[config.mk]
export PLATFORM = sky130hd
export DESIGN_NAME = tcp_conn_scheduler
export DESIGN_NICKNAME = d
export VERILOG_FILES = /design/src/rtl/tcp_pkg.sv /design/src/rtl/tcp_rr_arbiter.sv /design/src/rtl/tcp_conn_scheduler.sv
export SDC_FILE = /design/constraint.sdc
export NUM_CORES = 1
export LEC_CHECK = 0
export ABC_AREA = 1
export BUFFER_PORTS_ARGS = -buffer_cell sky130_fd_sc_hd__buf_4
export CAP_MARGIN = 5
export CORE_UTILIZATION = 25
export CTS_CLUSTER_DIAMETER = 80
export DETAILED_ROUTE_END_ITERATION = 6
export SLEW_MARGIN = 20
export SYNTH_ARGS = -nofsm -noshare
export SYNTH_HDL_FRONTEND = slang
export SYNTH_SLANG_ARGS = --single-unit
export TNS_END_PERCENT = 30
[constraint.sdc]
create_clock -name clk -period 3.3 [get_ports clk]
set_clock_uncertainty 0.2 [all_clocks]
set_input_delay 0.33 -clock clk [delete_from_list [all_inputs] [get_ports clk]]
set_output_delay 0.33 -clock clk [all_outputs]
set_load 0.01 [all_outputs]
[src/rtl/tcp_pkg.sv]
// rtl/tcp_pkg.sv - shared TCP flag constants, segment field positions and arbiter state type
package tcp_pkg;

  localparam int SEG_W = 32;
  localparam int SEG_FLAGS_MSB = 31;
  localparam int SEG_FLAGS_LSB = 24;
  localparam int SEG_SEQ_MSB = 23;
  localparam int SEG_SEQ_LSB = 0;

  localparam logic [7:0] FLAG_FIN    = 8'h01;
  localparam logic [7:0] FLAG_SYN    = 8'h02;
  localparam logic [7:0] FLAG_ACK    = 8'h10;
  localparam logic [7:0] FLAG_SYNACK = 8'h12;

  typedef enum logic {
    ARB_IDLE = 1'b0,
    ARB_HOLD = 1'b1
  } arb_state_t;

endpackage

[src/rtl/tcp_rr_arbiter.sv]
// rtl/tcp_rr_arbiter.sv - combinational round-robin pick: first request at or after ptr, wrapping
module tcp_rr_arbiter #(
  parameter int N     = 4,
  parameter int IDX_W = $clog2(N)
) (
  input  logic [N-1:0]     req,
  input  logic [IDX_W-1:0] ptr,
  output logic [N-1:0]     grant,
  output logic [IDX_W-1:0] idx,
  output logic             any
);

  always_comb begin
    int j;
    j     = 0;
    grant = '0;
    idx   = '0;
    any   = 1'b0;
    for (int i = 0; i < N; i++) begin
      j = int'(ptr) + i;
      if (j >= N) j = j - N;
      if (!any && req[j]) begin
        any      = 1'b1;
        grant[j] = 1'b1;
        idx      = IDX_W'(j);
      end
    end
  end

endmodule

[src/rtl/tcp_conn_scheduler.sv]
// rtl/tcp_conn_scheduler.sv - maps ingress segments to connection engine slots and
// round-robin merges engine transmit requests onto one egress port
module tcp_conn_scheduler
  import tcp_pkg::*;
#(
  parameter int NUM_SLOTS = 4,
  parameter int CONN_ID_W = 16,
  parameter int SLOT_W    = $clog2(NUM_SLOTS)
) (
  input  logic                       clk,
  input  logic                       rst_n,
  input  logic                       rx_valid,
  input  logic [SEG_W-1:0]           rx_data,
  input  logic [CONN_ID_W-1:0]       rx_conn_id,
  output logic [NUM_SLOTS-1:0]       slot_rx_valid,
  output logic [SEG_W-1:0]           slot_rx_data,
  input  logic [NUM_SLOTS-1:0]       slot_close,
  input  logic [NUM_SLOTS-1:0]       slot_tx_valid,
  input  logic [SEG_W*NUM_SLOTS-1:0] slot_tx_data,
  output logic [NUM_SLOTS-1:0]       slot_tx_grant,
  output logic                       tx_valid,
  input  logic                       tx_ready,
  output logic [SEG_W-1:0]           tx_data,
  output logic [CONN_ID_W-1:0]       tx_conn_id,
  output logic                       rx_drop,
  output logic [SLOT_W:0]            active_count
);

  localparam logic [NUM_SLOTS-1:0] ONE_HOT_0 = {{(NUM_SLOTS-1){1'b0}}, 1'b1};

  logic [NUM_SLOTS-1:0] valid_q;
  logic [CONN_ID_W-1:0] conn_id_q [NUM_SLOTS];

  logic                 hit_any;
  logic [SLOT_W-1:0]    hit_idx;
  logic                 free_any;
  logic [SLOT_W-1:0]    free_idx;
  logic                 is_syn;
  logic                 do_alloc;
  logic [NUM_SLOTS-1:0] valid_next;
  logic [SLOT_W:0]      count_next;

  arb_state_t           state;
  logic [SLOT_W-1:0]    rr_ptr;
  logic [SLOT_W-1:0]    gnt_idx;
  logic [NUM_SLOTS-1:0] arb_grant;
  logic [SLOT_W-1:0]    arb_idx;
  logic                 arb_any;

  // Descending scan leaves the lowest matching / lowest free index.
  always_comb begin
    hit_any  = 1'b0;
    hit_idx  = '0;
    free_any = 1'b0;
    free_idx = '0;
    for (int i = NUM_SLOTS - 1; i >= 0; i--) begin
      if (valid_q[i] && (conn_id_q[i] == rx_conn_id)) begin
        hit_any = 1'b1;
        hit_idx = SLOT_W'(i);
      end
      if (!valid_q[i]) begin
        free_any = 1'b1;
        free_idx = SLOT_W'(i);
      end
    end
  end

  assign is_syn   = (rx_data[SEG_FLAGS_MSB:SEG_FLAGS_LSB] == FLAG_SYN);
  assign do_alloc = rx_valid && !hit_any && is_syn && free_any;

  // Close acts on the pre-close table; an allocation only ever targets an invalid slot.
  always_comb begin
    valid_next = valid_q & ~slot_close;
    if (do_alloc) valid_next[free_idx] = 1'b1;
    count_next = '0;
    for (int i = 0; i < NUM_SLOTS; i++) begin
      count_next = count_next + {{SLOT_W{1'b0}}, valid_next[i]};
    end
  end

  always_ff @(posedge clk or negedge rst_n) begin
    if (!rst_n) begin
      valid_q       <= '0;
      active_count  <= '0;
      slot_rx_valid <= '0;
      slot_rx_data  <= '0;
      rx_drop       <= 1'b0;
      for (int i = 0; i < NUM_SLOTS; i++) conn_id_q[i] <= '0;
    end else begin
      valid_q       <= valid_next;
      active_count  <= count_next;
      slot_rx_valid <= '0;
      rx_drop       <= 1'b0;
      if (do_alloc) conn_id_q[free_idx] <= rx_conn_id;
      if (rx_valid) begin
        if (hit_any) begin
          slot_rx_valid <= ONE_HOT_0 << hit_idx;
          slot_rx_data  <= rx_data;
        end else if (do_alloc) begin
          slot_rx_valid <= ONE_HOT_0 << free_idx;
          slot_rx_data  <= rx_data;
        end else begin
          rx_drop <= 1'b1;
        end
      end
    end
  end

  tcp_rr_arbiter #(
    .N     (NUM_SLOTS),
    .IDX_W (SLOT_W)
  ) u_arb (
    .req   (slot_tx_valid),
    .ptr   (rr_ptr),
    .grant (arb_grant),
    .idx   (arb_idx),
    .any   (arb_any)
  );

  // The grant pulse coincides with tx_valid rising, so the engine may advance right away.
  always_ff @(posedge clk or negedge rst_n) begin
    if (!rst_n) begin
      state         <= ARB_IDLE;
      rr_ptr        <= '0;
      gnt_idx       <= '0;
      tx_valid      <= 1'b0;
      tx_data       <= '0;
      tx_conn_id    <= '0;
      slot_tx_grant <= '0;
    end else begin
      slot_tx_grant <= '0;
      case (state)
        ARB_IDLE: begin
          if (arb_any) begin
            tx_valid      <= 1'b1;
            tx_data       <= slot_tx_data[SEG_W*arb_idx +: SEG_W];
            tx_conn_id    <= valid_q[arb_idx] ? conn_id_q[arb_idx] : '0;
            slot_tx_grant <= arb_grant;
            gnt_idx       <= arb_idx;
            state         <= ARB_HOLD;
          end
        end
        ARB_HOLD: begin
          if (tx_ready) begin
            tx_valid <= 1'b0;
            rr_ptr   <= (gnt_idx == SLOT_W'(NUM_SLOTS - 1)) ? '0 : gnt_idx + 1'b1;
            state    <= ARB_IDLE;
          end
        end
        default: state <= ARB_IDLE;
      endcase
    end
  end

endmodule
# Word-level counts from Yosys, hierarchy flattened
# Index checks and enable logic that the tools add are counted.
# totals
reg_bits	166
inputBits	188
wordCells	171
# op_classes
add_sub_neg	11
magnitude_cmp	18
eq_ne	8
n_shift	3
muxes	81
n_bitwise	9
reduce_logical	25
# op_table
op	count
$mux 32	6
$ge 32x1->1 const B	4
$lt 32x4->1 const B	4
$shiftx 128x8->32	1
$ge 32x4->1 const B	3
$sub 32x4->32 const B	3
$bwmux 64	1
$eq 16x16->1	4
$mux 16	4
$mux 4	10
$mux 1	33
$bmux 16 s2	1
$demux 16 s2	1
$mux 2	13
$logic_and 1x1->1	16
$or 4x4->4	4
$bmux 1 s2	5
$demux 1 s2	5
$eq 8x2->1 const B	1
$reduce_and 2->1	4
$shl 1x2->4 const A	2
$add 2x2->3 const B	2
$ge 3x3->1 const B	2
$lt 2x3->1 const B	2
other kinds (18)	24

# Depth between registers and ports, before layout
# logic_depth
ltp_word	20
mapped_depth	18
ltp_nobuf	16

# Cells and area by module
# Synthesis repeated with hierarchy kept, for this count alone.
# hier_totals
cells_unflattened	1333
hier_area_um2	9660.5
# by_module_without_submodules
mod	instances	cells_each	area_each_um2
tcp_conn_scheduler	1	1256	9200.1
tcp_rr_arbiter	1	77	460.4

# Worst setup path before layout
# Ideal clock, no wire load.
# synth_path
path_type	input port to flip-flop
startpoint	input port rx_conn_id[15]
endpoint	register active_count[1]
setup_ns	0.126
arrival_time_ns	2.606
required_ns	2.974
setup_slack_ns	0.368
cell_stages	16
path_cell_list	clkbuf_2 -> inv_1 -> nand2_1 -> nand2_1 -> nor2_1 -> nand2_1 -> nor2_1 -> nand3_1 -> nand4_1 -> nor2_1 -> nand2_1 -> clkbuf_2 -> o21ai_0 -> fa_1 -> ha_1 -> ha_1
# synth_via
elab_chain_cells	14
# synth_lines
element	line_no	source
from (decl)	tcp_conn_scheduler.sv:14	input logic [CONN_ID_W-1:0] rx_conn_id,
$eq 16x16->1	tcp_conn_scheduler.sv:57	if (valid_q[i] && (conn_id_q[i] == rx_conn_id)) begin
$logic_and 1x1->1	tcp_conn_scheduler.sv:57	
$mux 1 (3 in series)	tcp_conn_scheduler.sv:57	
$mux 1 *	tcp_conn_scheduler.sv:57	
$logic_not 1->1 *	tcp_conn_scheduler.sv:69	assign do_alloc = rx_valid && !hit_any && is_syn && free_any;
$logic_and 1x1->1 * (3 in series)	tcp_conn_scheduler.sv:69	
$mux 4 *	tcp_conn_scheduler.sv:74	if (do_alloc) valid_next[free_idx] = 1'b1;
net valid_next[0]	tcp_conn_scheduler.sv:40	logic [NUM_SLOTS-1:0] valid_next;
$add 1x1->2 *	tcp_conn_scheduler.sv:77	count_next = count_next + {{SLOT_W{1'b0}}, valid_next[i]};
$add 2x1->3 *	tcp_conn_scheduler.sv:77	
$add 3x1->3 *	tcp_conn_scheduler.sv:77	
net count_next[1]	tcp_conn_scheduler.sv:41	logic [SLOT_W:0] count_next;
to (signal assigned)	tcp_conn_scheduler.sv:91	active_count <= count_next;
to (decl)	tcp_conn_scheduler.sv:26	output logic [SLOT_W:0] active_count
# Mark *: on every way through the listed nets, which the timed path passes. The rest lies on a longest branch.
# A chain may end at the register's enable or synchronous reset.

# Worst setup path after layout
# layout_path
startpoint	input port rx_conn_id[10]
endpoint	register active_count[1]
# The elaborated chain is that of the path after synthesis.

==> flow_summary.toml <==
[timing]
setup_slack_ps = 131
max_slew_margin_pct = 56.9
clock.fmax_mhz = 316
rsz0062_at_grt = "false"
period_share_pct = 96.0
slew_violations = 0
worst_slew_pin_slew_ps = 647
min_period_ps = 3170
report.final.setup_viol = 0
tns_ps = 0
finalHoldViolations = 0
hold_slack_ps = 17.8

[detailed_routing]
drc = 0
postRouteAntennaNets = 0
via_count = 10900
viasPerCell = 4.56
wirelength_mm = 39.5
first_pass_iters = 7
drt_iter0_markers = 773
routedWlPerCell_um = 16.6

[final_layout]
stdcell_count = 2384
diodes = 0
multiInputGateArea_sq_um = 5020
seq_area_sq_um = 4150
fin_nets = 2043
drive_above_1_share_pct = 21.2
design_area_sq_um = 14400
final_util_pct = 36.0
area_delta_synth_final_pct = 41.2
fillCellCount = 4297

[logic_synthesis]
syn_area_sq_um = 10200
yosys_warnings = 0
syn_area_per_cell_sq_um = 6.81
syn_inst = 1496
synth-async-reset-ratio_pct = 100
yosys_most_used_dff = "dfrtp_1"
synth_edf_count = 0
synth.most_common_cell = "nand2_1"
syn-num-nets = 1692
synth_top_area_share_pct = 40.8
ys_ff_latch = 166
synth_top_cells_by_count = "nand2_1, inv_1, dfrtp_1"
synth.distinct_cells = 44
synth_top_area_cell = "dfrtp_1"
synth-seq-area-share_pct = 40.8
ys_top_cells_by_area = "dfrtp_1, nand2_1, inv_1, nand3_1, nor2_1"

[place]
post-place-cells = 2263
numPortBuffers = 280
dp_hpwl_mm = 28.9
dpl-instance-area_sq_um = 12800
gp_congestion = 0.984
dp_slack_ps = 203

[setup_path]
worstPathArrival_ps = 3300
path_max_fanout = 7
cp_cell_sequence = "dlygate4sd3_1, buf_4, inv_1, nand2_1, o21ai_0, nor2_1, nand2_1, nor2_1, nand3_1, nand4_1, nor2_2, nand3_1, o21ai_2, fa_1, ha_1, ha_1"
r2r-end = "tx_conn_id[3]$_DFFE_PN0P_"
cp_slowest_cell = "dlygate4sd3_1"
worst-path-buf-inv = 3
r2r-start = "rr_ptr[1]$_DFFE_PN0P_"
path_delay_family = "simple AND/OR/NAND/NOR gates"
start_kind = "primary input"
worstSetupEndpointType = "flip-flop"
cp.required_ps = 3430
critPathMaxStageDelay_ps = 540
rrSetupSlack_ps = 270
rr_worst_depth = 14
critPathKind = "primary input to flip-flop"

[floorplanning]
die_height_um = 204
start_util_pct = 25.5
die_w_um = 204
die-area_sq_um = 41600
io_pins = 281
core_area_sq_um = 40000
rows = 73

[clocking]
root_buffer = "clkbuf_16"
clkSlewWorstSetupHoldPaths_ps = 70
ctsLongestPathBuffers = 2
tritoncts = "done"
numCtsBuffers = 17
insertion_delay_ps = 450
cts_max_level = 4
clkSinkCount = 166

[pwr]
power_density_nw_per_um2 = 805
power_mw = 11.6
p_leak_nw = 7.78
vdd_drop_max_mv = 1.12

[global_routing]
grt_pass1_vias = 10500
grt_antenna_before_repair = 1
grt_use_total_pct = 19.0
grt_max_degree = 114
overflow = 0
grt_first_pass_wirelength_mm = 60.0

[job]
max-cap-violations = 0

[worst_hold_path]
worstHoldStart = "slot_close[3]"
hold_path.class = "primary input to flip-flop"
holdPathEnd = "valid_q[3]$_DFF_PN0_"
whs_path_depth = 2

[run_status]
status = "finished, final reports clean"
[layer usage]
layer	GRT usage, %	wire length [um]	vias up
li1	-	-	5358
met1	24.0	17200	5077
met2	31.8	18800	382
met3	3.59	2360	62
met4	7.09	1200	0
met5	0	0	-
[kinds of logic after synthesis]
logic type                 count (synthesis)  share of synthesized area, %
AOI/OAI and AO/OA                        119                          7.38
xor gates and xnor gates                  15                          1.29
adders and majority gates                  8                          1.06
buffers and inverters                    246                          10.3
DFF                                      166                          40.8
and+or+nand+nor                          942                          39.2
[worst register-to-register path, stage by stage, from the launching register on]
cell     delay (ps)
dfrtp_1         500
inv_2           100
ha_1            360
inv_1           110
nand2_1          90
o21ai_2          80
nor2_4          140
nand3_2         150
nand3_4         160
buf_16          380
nand2_1         150
nand3_2         100
nand2_2         200
nand2_1         140
nand2_1          50
[flip-flops by register name, summed over array words and instances (netlist names)]
signal / flops
tx_data: 32
active_count: 3
tx_conn_id: 16
slot_rx_data: 32
conn_id_q: 64
gnt_idx: 2
tx_valid: 1
rx_drop: 1
state: 1
valid_q: 4
slot_tx_grant: 4
rr_ptr: 2
slot_rx_valid: 4
[power breakdown]
part,leakage (nW),switching (mW),internal (mW)
clock network,0.299,0.919,1.22
logic,5.50,4.50,2.36
registers,1.98,0.186,2.41
[how the worst max path moves through the flow]
stage	cells after the start	start	endpoint
finish	16	rx_conn_id[10]	active_count[1]$_DFF_PN0_
global route	16	rx_conn_id[10]	active_count[1]$_DFF_PN0_
CTS	15	rx_conn_id[13]	active_count[1]$_DFF_PN0_
detailed placement	14	rx_conn_id[13]	active_count[1]$_DFF_PN0_
global placement	15	rx_conn_id[13]	active_count[1]$_DFF_PN0_
floorplan	16	rx_conn_id[15]	active_count[1]$_DFF_PN0_
[area by class of cell]
cell class / count / share of cell area (%)
multi-input combinational: 1084 / 34.8
sequential: 166 / 28.9
timing repair buffer: 399 / 22.8
inverter: 179 / 4.71
tap: 525 / 4.56
clock buffer: 18 / 3.05
clock inverter: 13 / 1.19
[layout by cell type (no fill, tap or decap), drive strengths merged]
cell           n
o211ai        51
dfrtp        166
or2           37
clkinvlp       2
xor2           3
xnor2         12
clkbuf        18
o21ai         48
nand4         28
and3           1
o31ai          1
nor3           6
nand3        119
nor4           2
ha             7
clkinv         5
nand3b         4
o22ai          4
nand2        618
and2           1
a21boi         1
nor2         123
dlygate4sd3   89
buf          310
fa             1
nand2b         1
inv          182
bufinv         3
nor3b          2
a21oi         14
[what timing repair did]
action                                  CTS  global route
endpoints found under the setup margin    0             5
resized for setup                         0            10
setup buffers                             0             1
hold endpoints to repair                138             0
hold buffers                             89             0
(Power assumes the default switching activity.)
